==> src/rtl/sys_cmd_host.sv <==
// -----------------------------------------------------------------------------
// sys_cmd_host
//
// Turns a parallel command request into a short byte frame for a UART
// transmitter. For reads and ALU commands it then collects the response bytes
// from a UART receiver. A bounded wait guards the response phase.
//
// Frames (first byte is the header):
//   write      : AA, {0,ADDR}, DATA_A                    -> no response
//   read       : BB, {0,ADDR}                            -> 1 response byte
//   ALU op     : CC, DATA_A, DATA_B, {0,FUN}             -> 2 response bytes
//   ALU no-op  : DD, {0,FUN}                             -> 2 response bytes
//
// Ports
//   CLK, RST          clock, synchronous active-high reset
//   CMD_VLD/CMD_RDY   command handshake (ready only when idle)
//   CMD_OP/ADDR/...   command fields, captured on acceptance
//   TX_P_DATA/TX_D_VLD/TX_BUSY  byte stream to transmitter (valid/!busy)
//   RX_P_DATA/RX_D_VLD          byte pulses from receiver
//   RSP_DATA/RSP_VLD  response payload and completion pulse
//   TIMEOUT_ERR       pulse when the response did not arrive in time
//   BUSY              high whenever a command is in progress
// -----------------------------------------------------------------------------
module sys_cmd_host #(
    parameter logic [15:0] RSP_TIMEOUT = 16'd1000
) (
    input  logic        CLK,
    input  logic        RST,
    input  logic        CMD_VLD,
    output logic        CMD_RDY,
    input  logic [1:0]  CMD_OP,
    input  logic [3:0]  CMD_ADDR,
    input  logic [7:0]  CMD_DATA_A,
    input  logic [7:0]  CMD_DATA_B,
    input  logic [3:0]  CMD_FUN,
    output logic [7:0]  TX_P_DATA,
    output logic        TX_D_VLD,
    input  logic        TX_BUSY,
    input  logic [7:0]  RX_P_DATA,
    input  logic        RX_D_VLD,
    output logic [15:0] RSP_DATA,
    output logic        RSP_VLD,
    output logic        TIMEOUT_ERR,
    output logic        BUSY
);

    typedef enum logic [1:0] {
        ST_IDLE     = 2'd0,
        ST_SEND     = 2'd1,
        ST_WAIT_RSP = 2'd2
    } state_t;

    localparam logic [1:0] OP_WR  = 2'b00;
    localparam logic [1:0] OP_RD  = 2'b01;
    localparam logic [1:0] OP_ALU = 2'b10;
    localparam logic [1:0] OP_NOP = 2'b11;

    localparam logic [15:0] TMO_LAST = RSP_TIMEOUT - 16'd1;

    // Byte at position idx of the frame for the given command.
    function automatic logic [7:0] frame_byte(
        input logic [1:0] op,
        input logic [3:0] addr,
        input logic [7:0] a,
        input logic [7:0] b,
        input logic [3:0] fun,
        input logic [1:0] idx
    );
        logic [7:0] byte_out;
        byte_out = 8'h00;
        case (op)
            OP_WR: begin
                case (idx)
                    2'd0:    byte_out = 8'hAA;
                    2'd1:    byte_out = {4'h0, addr};
                    2'd2:    byte_out = a;
                    default: byte_out = 8'h00;
                endcase
            end
            OP_RD: begin
                case (idx)
                    2'd0:    byte_out = 8'hBB;
                    2'd1:    byte_out = {4'h0, addr};
                    default: byte_out = 8'h00;
                endcase
            end
            OP_ALU: begin
                case (idx)
                    2'd0:    byte_out = 8'hCC;
                    2'd1:    byte_out = a;
                    2'd2:    byte_out = b;
                    default: byte_out = {4'h0, fun};
                endcase
            end
            default: begin
                case (idx)
                    2'd0:    byte_out = 8'hDD;
                    2'd1:    byte_out = {4'h0, fun};
                    default: byte_out = 8'h00;
                endcase
            end
        endcase
        return byte_out;
    endfunction

    // Index of the final byte of the frame for the given command.
    function automatic logic [1:0] frame_last(input logic [1:0] op);
        logic [1:0] last;
        case (op)
            OP_WR:   last = 2'd2;
            OP_RD:   last = 2'd1;
            OP_ALU:  last = 2'd3;
            default: last = 2'd1;
        endcase
        return last;
    endfunction

    state_t      state_q, state_d;

    // Captured command
    logic [1:0]  op_q;
    logic [3:0]  addr_q;
    logic [7:0]  data_a_q;
    logic [7:0]  data_b_q;
    logic [3:0]  fun_q;

    // Sequencing and output registers
    logic        tx_vld_q,   tx_vld_d;
    logic [7:0]  tx_data_q,  tx_data_d;
    logic [1:0]  tx_idx_q,   tx_idx_d;
    logic        rx_idx_q,   rx_idx_d;
    logic [7:0]  rx_byte0_q, rx_byte0_d;
    logic [15:0] tmo_cnt_q,  tmo_cnt_d;
    logic [15:0] rsp_data_q, rsp_data_d;
    logic        rsp_vld_q,  rsp_vld_d;
    logic        tmo_err_q,  tmo_err_d;

    logic        cmd_accept;
    logic        tx_accept;
    logic        tx_last;
    logic [1:0]  tx_idx_inc;
    logic        rx_take;
    logic        rx_last;
    logic        tmo_hit;

    // Ready is held off for the completion-pulse cycle so a new command
    // can only start the cycle after RSP_VLD / TIMEOUT_ERR.
    assign CMD_RDY     = (state_q == ST_IDLE) && !rsp_vld_q && !tmo_err_q && !RST;
    assign BUSY        = (state_q != ST_IDLE);
    assign TX_D_VLD    = tx_vld_q;
    assign TX_P_DATA   = tx_data_q;
    assign RSP_DATA    = rsp_data_q;
    assign RSP_VLD     = rsp_vld_q;
    assign TIMEOUT_ERR = tmo_err_q;

    assign cmd_accept = CMD_VLD && CMD_RDY;
    assign tx_accept  = (state_q == ST_SEND) && tx_vld_q && !TX_BUSY;
    assign tx_last    = (tx_idx_q == frame_last(op_q));
    assign tx_idx_inc = tx_idx_q + 2'd1;
    assign rx_take    = (state_q == ST_WAIT_RSP) && RX_D_VLD;
    assign rx_last    = rx_take && ((op_q == OP_RD) || rx_idx_q);
    // A byte arriving on the expiry cycle takes priority over the timeout.
    assign tmo_hit    = (state_q == ST_WAIT_RSP) && !RX_D_VLD && (tmo_cnt_q == TMO_LAST);

    // State register
    always_ff @(posedge CLK) begin
        if (RST) begin
            state_q <= ST_IDLE;
        end else begin
            state_q <= state_d;
        end
    end

    // Next-state logic
    always_comb begin
        state_d = state_q;
        case (state_q)
            ST_IDLE: begin
                if (cmd_accept) begin
                    state_d = ST_SEND;
                end
            end
            ST_SEND: begin
                if (tx_accept && tx_last) begin
                    state_d = (op_q == OP_WR) ? ST_IDLE : ST_WAIT_RSP;
                end
            end
            ST_WAIT_RSP: begin
                if (rx_last || tmo_hit) begin
                    state_d = ST_IDLE;
                end
            end
            default: state_d = ST_IDLE;
        endcase
    end

    // Next values of the registered outputs and sequencing counters
    always_comb begin
        tx_vld_d   = tx_vld_q;
        tx_data_d  = tx_data_q;
        tx_idx_d   = tx_idx_q;
        rx_idx_d   = rx_idx_q;
        rx_byte0_d = rx_byte0_q;
        tmo_cnt_d  = tmo_cnt_q;
        rsp_data_d = rsp_data_q;
        rsp_vld_d  = 1'b0;
        tmo_err_d  = 1'b0;
        case (state_q)
            ST_IDLE: begin
                if (cmd_accept) begin
                    // Header depends only on the opcode, so it can be
                    // presented straight from the request fields.
                    tx_vld_d  = 1'b1;
                    tx_idx_d  = 2'd0;
                    tx_data_d = frame_byte(CMD_OP, CMD_ADDR, CMD_DATA_A,
                                           CMD_DATA_B, CMD_FUN, 2'd0);
                end
            end
            ST_SEND: begin
                if (tx_accept) begin
                    if (tx_last) begin
                        tx_vld_d = 1'b0;
                        tx_idx_d = 2'd0;
                        if (op_q == OP_WR) begin
                            rsp_vld_d  = 1'b1;
                            rsp_data_d = 16'h0000;
                        end else begin
                            tmo_cnt_d = 16'd0;
                            rx_idx_d  = 1'b0;
                        end
                    end else begin
                        tx_idx_d  = tx_idx_inc;
                        tx_data_d = frame_byte(op_q, addr_q, data_a_q,
                                               data_b_q, fun_q, tx_idx_inc);
                    end
                end
            end
            ST_WAIT_RSP: begin
                if (rx_take) begin
                    tmo_cnt_d = 16'd0;
                    if (rx_last) begin
                        rsp_vld_d  = 1'b1;
                        rx_idx_d   = 1'b0;
                        rsp_data_d = (op_q == OP_RD) ? {8'h00, RX_P_DATA}
                                                     : {RX_P_DATA, rx_byte0_q};
                    end else begin
                        rx_byte0_d = RX_P_DATA;
                        rx_idx_d   = 1'b1;
                    end
                end else if (tmo_hit) begin
                    // Any partially collected response is abandoned.
                    tmo_err_d = 1'b1;
                    tmo_cnt_d = 16'd0;
                    rx_idx_d  = 1'b0;
                end else begin
                    tmo_cnt_d = tmo_cnt_q + 16'd1;
                end
            end
            default: begin
                tx_vld_d = 1'b0;
            end
        endcase
    end

    // Control and output registers
    always_ff @(posedge CLK) begin
        if (RST) begin
            tx_vld_q   <= 1'b0;
            tx_data_q  <= 8'h00;
            tx_idx_q   <= 2'd0;
            rx_idx_q   <= 1'b0;
            tmo_cnt_q  <= 16'd0;
            rsp_data_q <= 16'h0000;
            rsp_vld_q  <= 1'b0;
            tmo_err_q  <= 1'b0;
        end else begin
            tx_vld_q   <= tx_vld_d;
            tx_data_q  <= tx_data_d;
            tx_idx_q   <= tx_idx_d;
            rx_idx_q   <= rx_idx_d;
            tmo_cnt_q  <= tmo_cnt_d;
            rsp_data_q <= rsp_data_d;
            rsp_vld_q  <= rsp_vld_d;
            tmo_err_q  <= tmo_err_d;
        end
    end

    // Data registers: command capture and first response byte
    always_ff @(posedge CLK) begin
        rx_byte0_q <= rx_byte0_d;
        if (cmd_accept) begin
            op_q     <= CMD_OP;
            addr_q   <= CMD_ADDR;
            data_a_q <= CMD_DATA_A;
            data_b_q <= CMD_DATA_B;
            fun_q    <= CMD_FUN;
        end
    end

endmodule

==> config.mk <==
export PLATFORM = sky130hd
export DESIGN_NAME = sys_cmd_host
export DESIGN_NICKNAME = d
export VERILOG_FILES = /design/src/rtl/sys_cmd_host.sv
export SDC_FILE = /design/constraint.sdc
export NUM_CORES = 1
export LEC_CHECK = 0
export ABC_AREA = 1
export CAP_MARGIN = 10
export CORE_AREA = 5 5 139 75
export DETAILED_ROUTE_END_ITERATION = 16
export DIE_AREA = 0 0 144 80
export PLACE_DENSITY = 0.81
export SETUP_SLACK_MARGIN = 0.4
export SLEW_MARGIN = 20
export SYNTH_ARGS = -nofsm -noshare
export SYNTH_HDL_FRONTEND = slang
export SYNTH_SLANG_ARGS = --single-unit
export TNS_END_PERCENT = 10
==> constraint.sdc <==
create_clock -name CLK -period 1.7 [get_ports CLK]
set_input_delay 0.34 -clock CLK [delete_from_list [all_inputs] [get_ports CLK]]
set_output_delay 0.34 -clock CLK [all_outputs]
set_load 0.01 [all_outputs]
==> flow_metrics.env <==
export IMPL_detail_route_vias_per_cell=5.594
export IMPL_start_util=0.4727
export IMPL_remaining_drc_errors=0
export IMPL_grt_antenna_before_repair=0
export IMPL_final_min_clock_period_ns=1.716
export IMPL_first_pass_grt_wire_length_um=21600
export IMPL_final_max_slew_viol_count=0
export IMPL_max_cap_violations=0
export IMPL_stdcell_count=816
export IMPL_netlist_area_um2=4303
export IMPL_ant_nets=0
export IMPL_hold_path_class="register to register"
export IMPL_failed_checks="negative setup slack"
export IMPL_post_synth_edffs=34
export IMPL_critical_path_class="register to register"
export IMPL_placed_cells=778
export IMPL_htreeDepth=3
export IMPL_cts_tree="done"
export IMPL_power_per_cell_area_nw_per_um2=1366
export IMPL_cts_hold_fix_buffers=0
export IMPL_worst_slew_pin_transition_ns=0.3626
export IMPL_top_level_port_count=68
export IMPL_half_perimeter_wire_length_after_detailed_placement_um=9520
export IMPL_cts_root_buffer_cell="sky130_fd_sc_hd__clkbuf_16"
export IMPL_dp_slack_ns=-0.2881
export IMPL_synth_nets=597
export IMPL_first_global_vias=4150
export IMPL_timing_critical_path_arrival_ns=1.99
export IMPL_fp_coreArea_um2=9102
export IMPL_max_slew_margin=0.7573
export IMPL_critPathTopFamily="simple AND/OR/NAND/NOR gates"
export IMPL_synth_top_family_by_area="simple AND/OR/NAND/NOR gates"
export IMPL_die_area_um2=11520
export IMPL_finalHoldViolCount=0
export IMPL_drt_iter0_markers=534
export IMPL_clock_path_buffers=2
export IMPL_whs_path_depth=2
export IMPL_static_leakage_power_nw=2.562
export IMPL_drt_pass1_iter_count=8
export IMPL_floorplan_die_height_um=80
export IMPL_setup_violations=3
export IMPL_cp_common_cell="sky130_fd_sc_hd__nor2_1"
export IMPL_cts_inserted_buffers=9
export IMPL_io_buffer_count=67
export IMPL_via_count=4565
export IMPL_grt_setup_unrepaired="yes"
export IMPL_worst_r2r_cell_count=9
export IMPL_route_detailed_wl_per_inst_um=17.22
export IMPL_grtUsageTotal=0.2429
export IMPL_cp_required_ns=1.98
export IMPL_multiInputGateArea_um2=2290
export IMPL_ir_worst_vdd_v=0.0007304
export IMPL_critPathMaxStageDelay_ns=0.51
export IMPL_postSynthCellCount=548
export IMPL_path_clk_slew_ns=0.06
export IMPL_filler_instances=649
export IMPL_path_buf_inv=1
export IMPL_skew_ns=0.009970
export IMPL_finalWirelength_um=14050
export IMPL_synth_simple_gate_area_frac=0.3059
export IMPL_synth_seq_cells=82
export IMPL_dominantRegCellSynth="sky130_fd_sc_hd__dfxtp_1"
export IMPL_synth_compound_area_frac=0.1282
export IMPL_postSynth_asyncResetShare=0
export IMPL_clock_sinks=82
export IMPL_area_growth_synth_to_final_pct=47.46
export IMPL_path_cells="nor2_4 > inv_2 > nor2_1 > nand2_1 > nand3_1 > nor2_2 > nor2_1 > nor2_1 > nor2_1"
export IMPL_die_width_um=144
export IMPL_run_status="complete, but fails checks"
export IMPL_seq_area_frac_synth=0.4606
export IMPL_insertedDiodeCount=0
export IMPL_finalWeightedCongestion=1.041
export IMPL_fp_row_count=25
export IMPL_totalNegativeSetupSlack_ns=-0.03826
export IMPL_slowest_cell_on_the_critical_path="sky130_fd_sc_hd__edfxtp_1"
export IMPL_pin_count_of_the_biggest_net_entering_global_routing=32
export IMPL_ff_latch_area_um2=1989
export IMPL_synth_fa_ha_area_frac=0.02908
export IMPL_worst_slack_ns=-0.01603
export IMPL_timing_critical_path_fanout_max=5
export IMPL_synthXorXnorAreaFrac=0
export IMPL_drive_gt1_frac=0.2820
export IMPL_max_freq_ghz=0.5827
export IMPL_layout_nets=739
export IMPL_yosys_mux_area_fraction=0
export IMPL_period_utilisation_layout=1.009
export IMPL_end_kind="register"
export IMPL_syn_mean_instance_area_um2=7.852
export IMPL_worstSkewPairLatency_ns=0.35
export IMPL_crit_path_start_kind="register"
export IMPL_synth_cell_types=41
export IMPL_yosysWarningCount=0
export IMPL_remaining_overflow_grt=0
export IMPL_cp_num_cells=9
==> registers in the layout, indices dropped and copies added (netlist names), 2 cells and up <==
register	cells
RSP_DATA	16
tmo_cnt_q	16
TX_P_DATA	8
data_a_q	8
data_b_q	8
rx_byte0_q	8
addr_q	4
fun_q	4
op_q	2
state_q	2
tx_idx_q	2
==> synth_stat cells (2+ instances only) <==
master                       n  share of area
sky130_fd_sc_hd__dfxtp_1    48           0.22
sky130_fd_sc_hd__clkbuf_1    6         0.0052
sky130_fd_sc_hd__buf_6       2         0.0052
sky130_fd_sc_hd__nor2_1     92          0.080
sky130_fd_sc_hd__buf_2       4         0.0047
sky130_fd_sc_hd__nor2_2      3         0.0044
sky130_fd_sc_hd__a31oi_1     8          0.012
sky130_fd_sc_hd__edfxtp_1   34           0.24
sky130_fd_sc_hd__o21ai_1     6         0.0070
sky130_fd_sc_hd__nand4_1     8          0.012
sky130_fd_sc_hd__o21ai_2     6          0.012
sky130_fd_sc_hd__buf_4       3         0.0052
sky130_fd_sc_hd__nand2_2     3         0.0044
sky130_fd_sc_hd__o211ai_1    5         0.0087
sky130_fd_sc_hd__a21oi_1    26          0.030
sky130_fd_sc_hd__nor3_2      3         0.0070
sky130_fd_sc_hd__o21bai_2    2         0.0052
sky130_fd_sc_hd__nor4_1      3         0.0044
sky130_fd_sc_hd__nand3_2     2         0.0047
sky130_fd_sc_hd__a21oi_2     5          0.010
sky130_fd_sc_hd__nand2_4     3         0.0079
sky130_fd_sc_hd__nand2_1   124           0.11
sky130_fd_sc_hd__nor3_1      4         0.0047
sky130_fd_sc_hd__o21ai_0    30          0.035
sky130_fd_sc_hd__inv_2       4         0.0035
sky130_fd_sc_hd__nand3_1    44          0.051
sky130_fd_sc_hd__ha_1       10          0.029
sky130_fd_sc_hd__inv_1      47          0.041
==> metal layers <==
metal,up-vias,part of all wire,wire (µm),global-route usage
li1,2106,-,-,-
met5,-,0,0,0
met2,291,0.42,5897,0.3377
met4,0,0.023,327,0.06861
met1,2133,0.44,6193,0.3565
met3,35,0.12,1635,0.07840
==> timing repair <==
action,CTS,global route
gates cloned,3,0
pin swaps,19,20
setup endpoints to repair,111,111
buffers inserted,7,12
gates resized for setup,50,40
==> power by group <==
part	leakage [nW]	internal, mW	switching (mW)
clock	0.142	1.18	0.799
combinational	1.71	1.89	2.17
sequential	0.706	2.43	0.200
total	2.56	5.50	3.17
==> metrics by stage <==
step                      area, µm²  utilization  hold slack, ns  total power [mW]
after CTS                      6118       0.6722          0.4684             8.313
after global routing           6345       0.6970          0.5009             9.091
final                          6345       0.6970          0.4687             8.668
after floorplan                4382            -          0.4187             4.480
after detailed placement       5562       0.6110          0.4598             5.870
after global placement         5562       0.6110          0.4694             5.777
==> area by class of cell <==
| type | count | share of cell area |
|---|---|---|
| multi-input cells | 397 | 0.3609 |
| flip-flops and latches | 82 | 0.3135 |
| repair buffers | 146 | 0.2175 |
| clock buffers | 10 | 0.03767 |
| inverters | 53 | 0.03471 |
| well taps | 121 | 0.02386 |
| clock inverters | 6 | 0.01045 |
| repair inverters | 1 | 0.001380 |
==> worst min-delay path, delay by kind of cell (launching register included) <==
kind / cells / cell delay (ns)
flip-flops: 1 / 0.31
AND/OR/NAND/NOR: 1 / 0.06
AO/OA/AOI/OAI: 1 / 0.06
==> placed cells by master (no fill, tap or decap), drive strengths merged <==
master,count
a21boi,1
a21oi,31
a31oi,8
buf,81
bufinv,1
clkbuf,10
clkdlybuf4s50,64
clkinv,3
clkinvlp,3
dfxtp,48
dlygate4sd2,1
edfxtp,34
ha,10
inv,53
nand2,132
nand3,47
nand3b,1
nand4,8
nor2,97
nor3,7
nor4,3
o211ai,5
o21ai,43
o21bai,2
or2,2
==> kinds of logic (layout without fill, tap and decap cells) <==
family	Yosys count	after routing
fa+ha+maj	10	10
compound gates	90	90
buf+inv	71	216
simple gates	295	297
flops	82	82
==> final timing paths <==
kind,start,to,slack [ns]
worst max register to register,op_q[0],TX_P_DATA[0],-0.02
worst min-delay path,TX_P_DATA[2],TX_P_DATA[2],0.47
worst min register to register,TX_P_DATA[2],TX_P_DATA[2],0.47
worst max-delay path,op_q[0],TX_P_DATA[0],-0.02
Note: power is estimated with default switching activity, not from simulation.
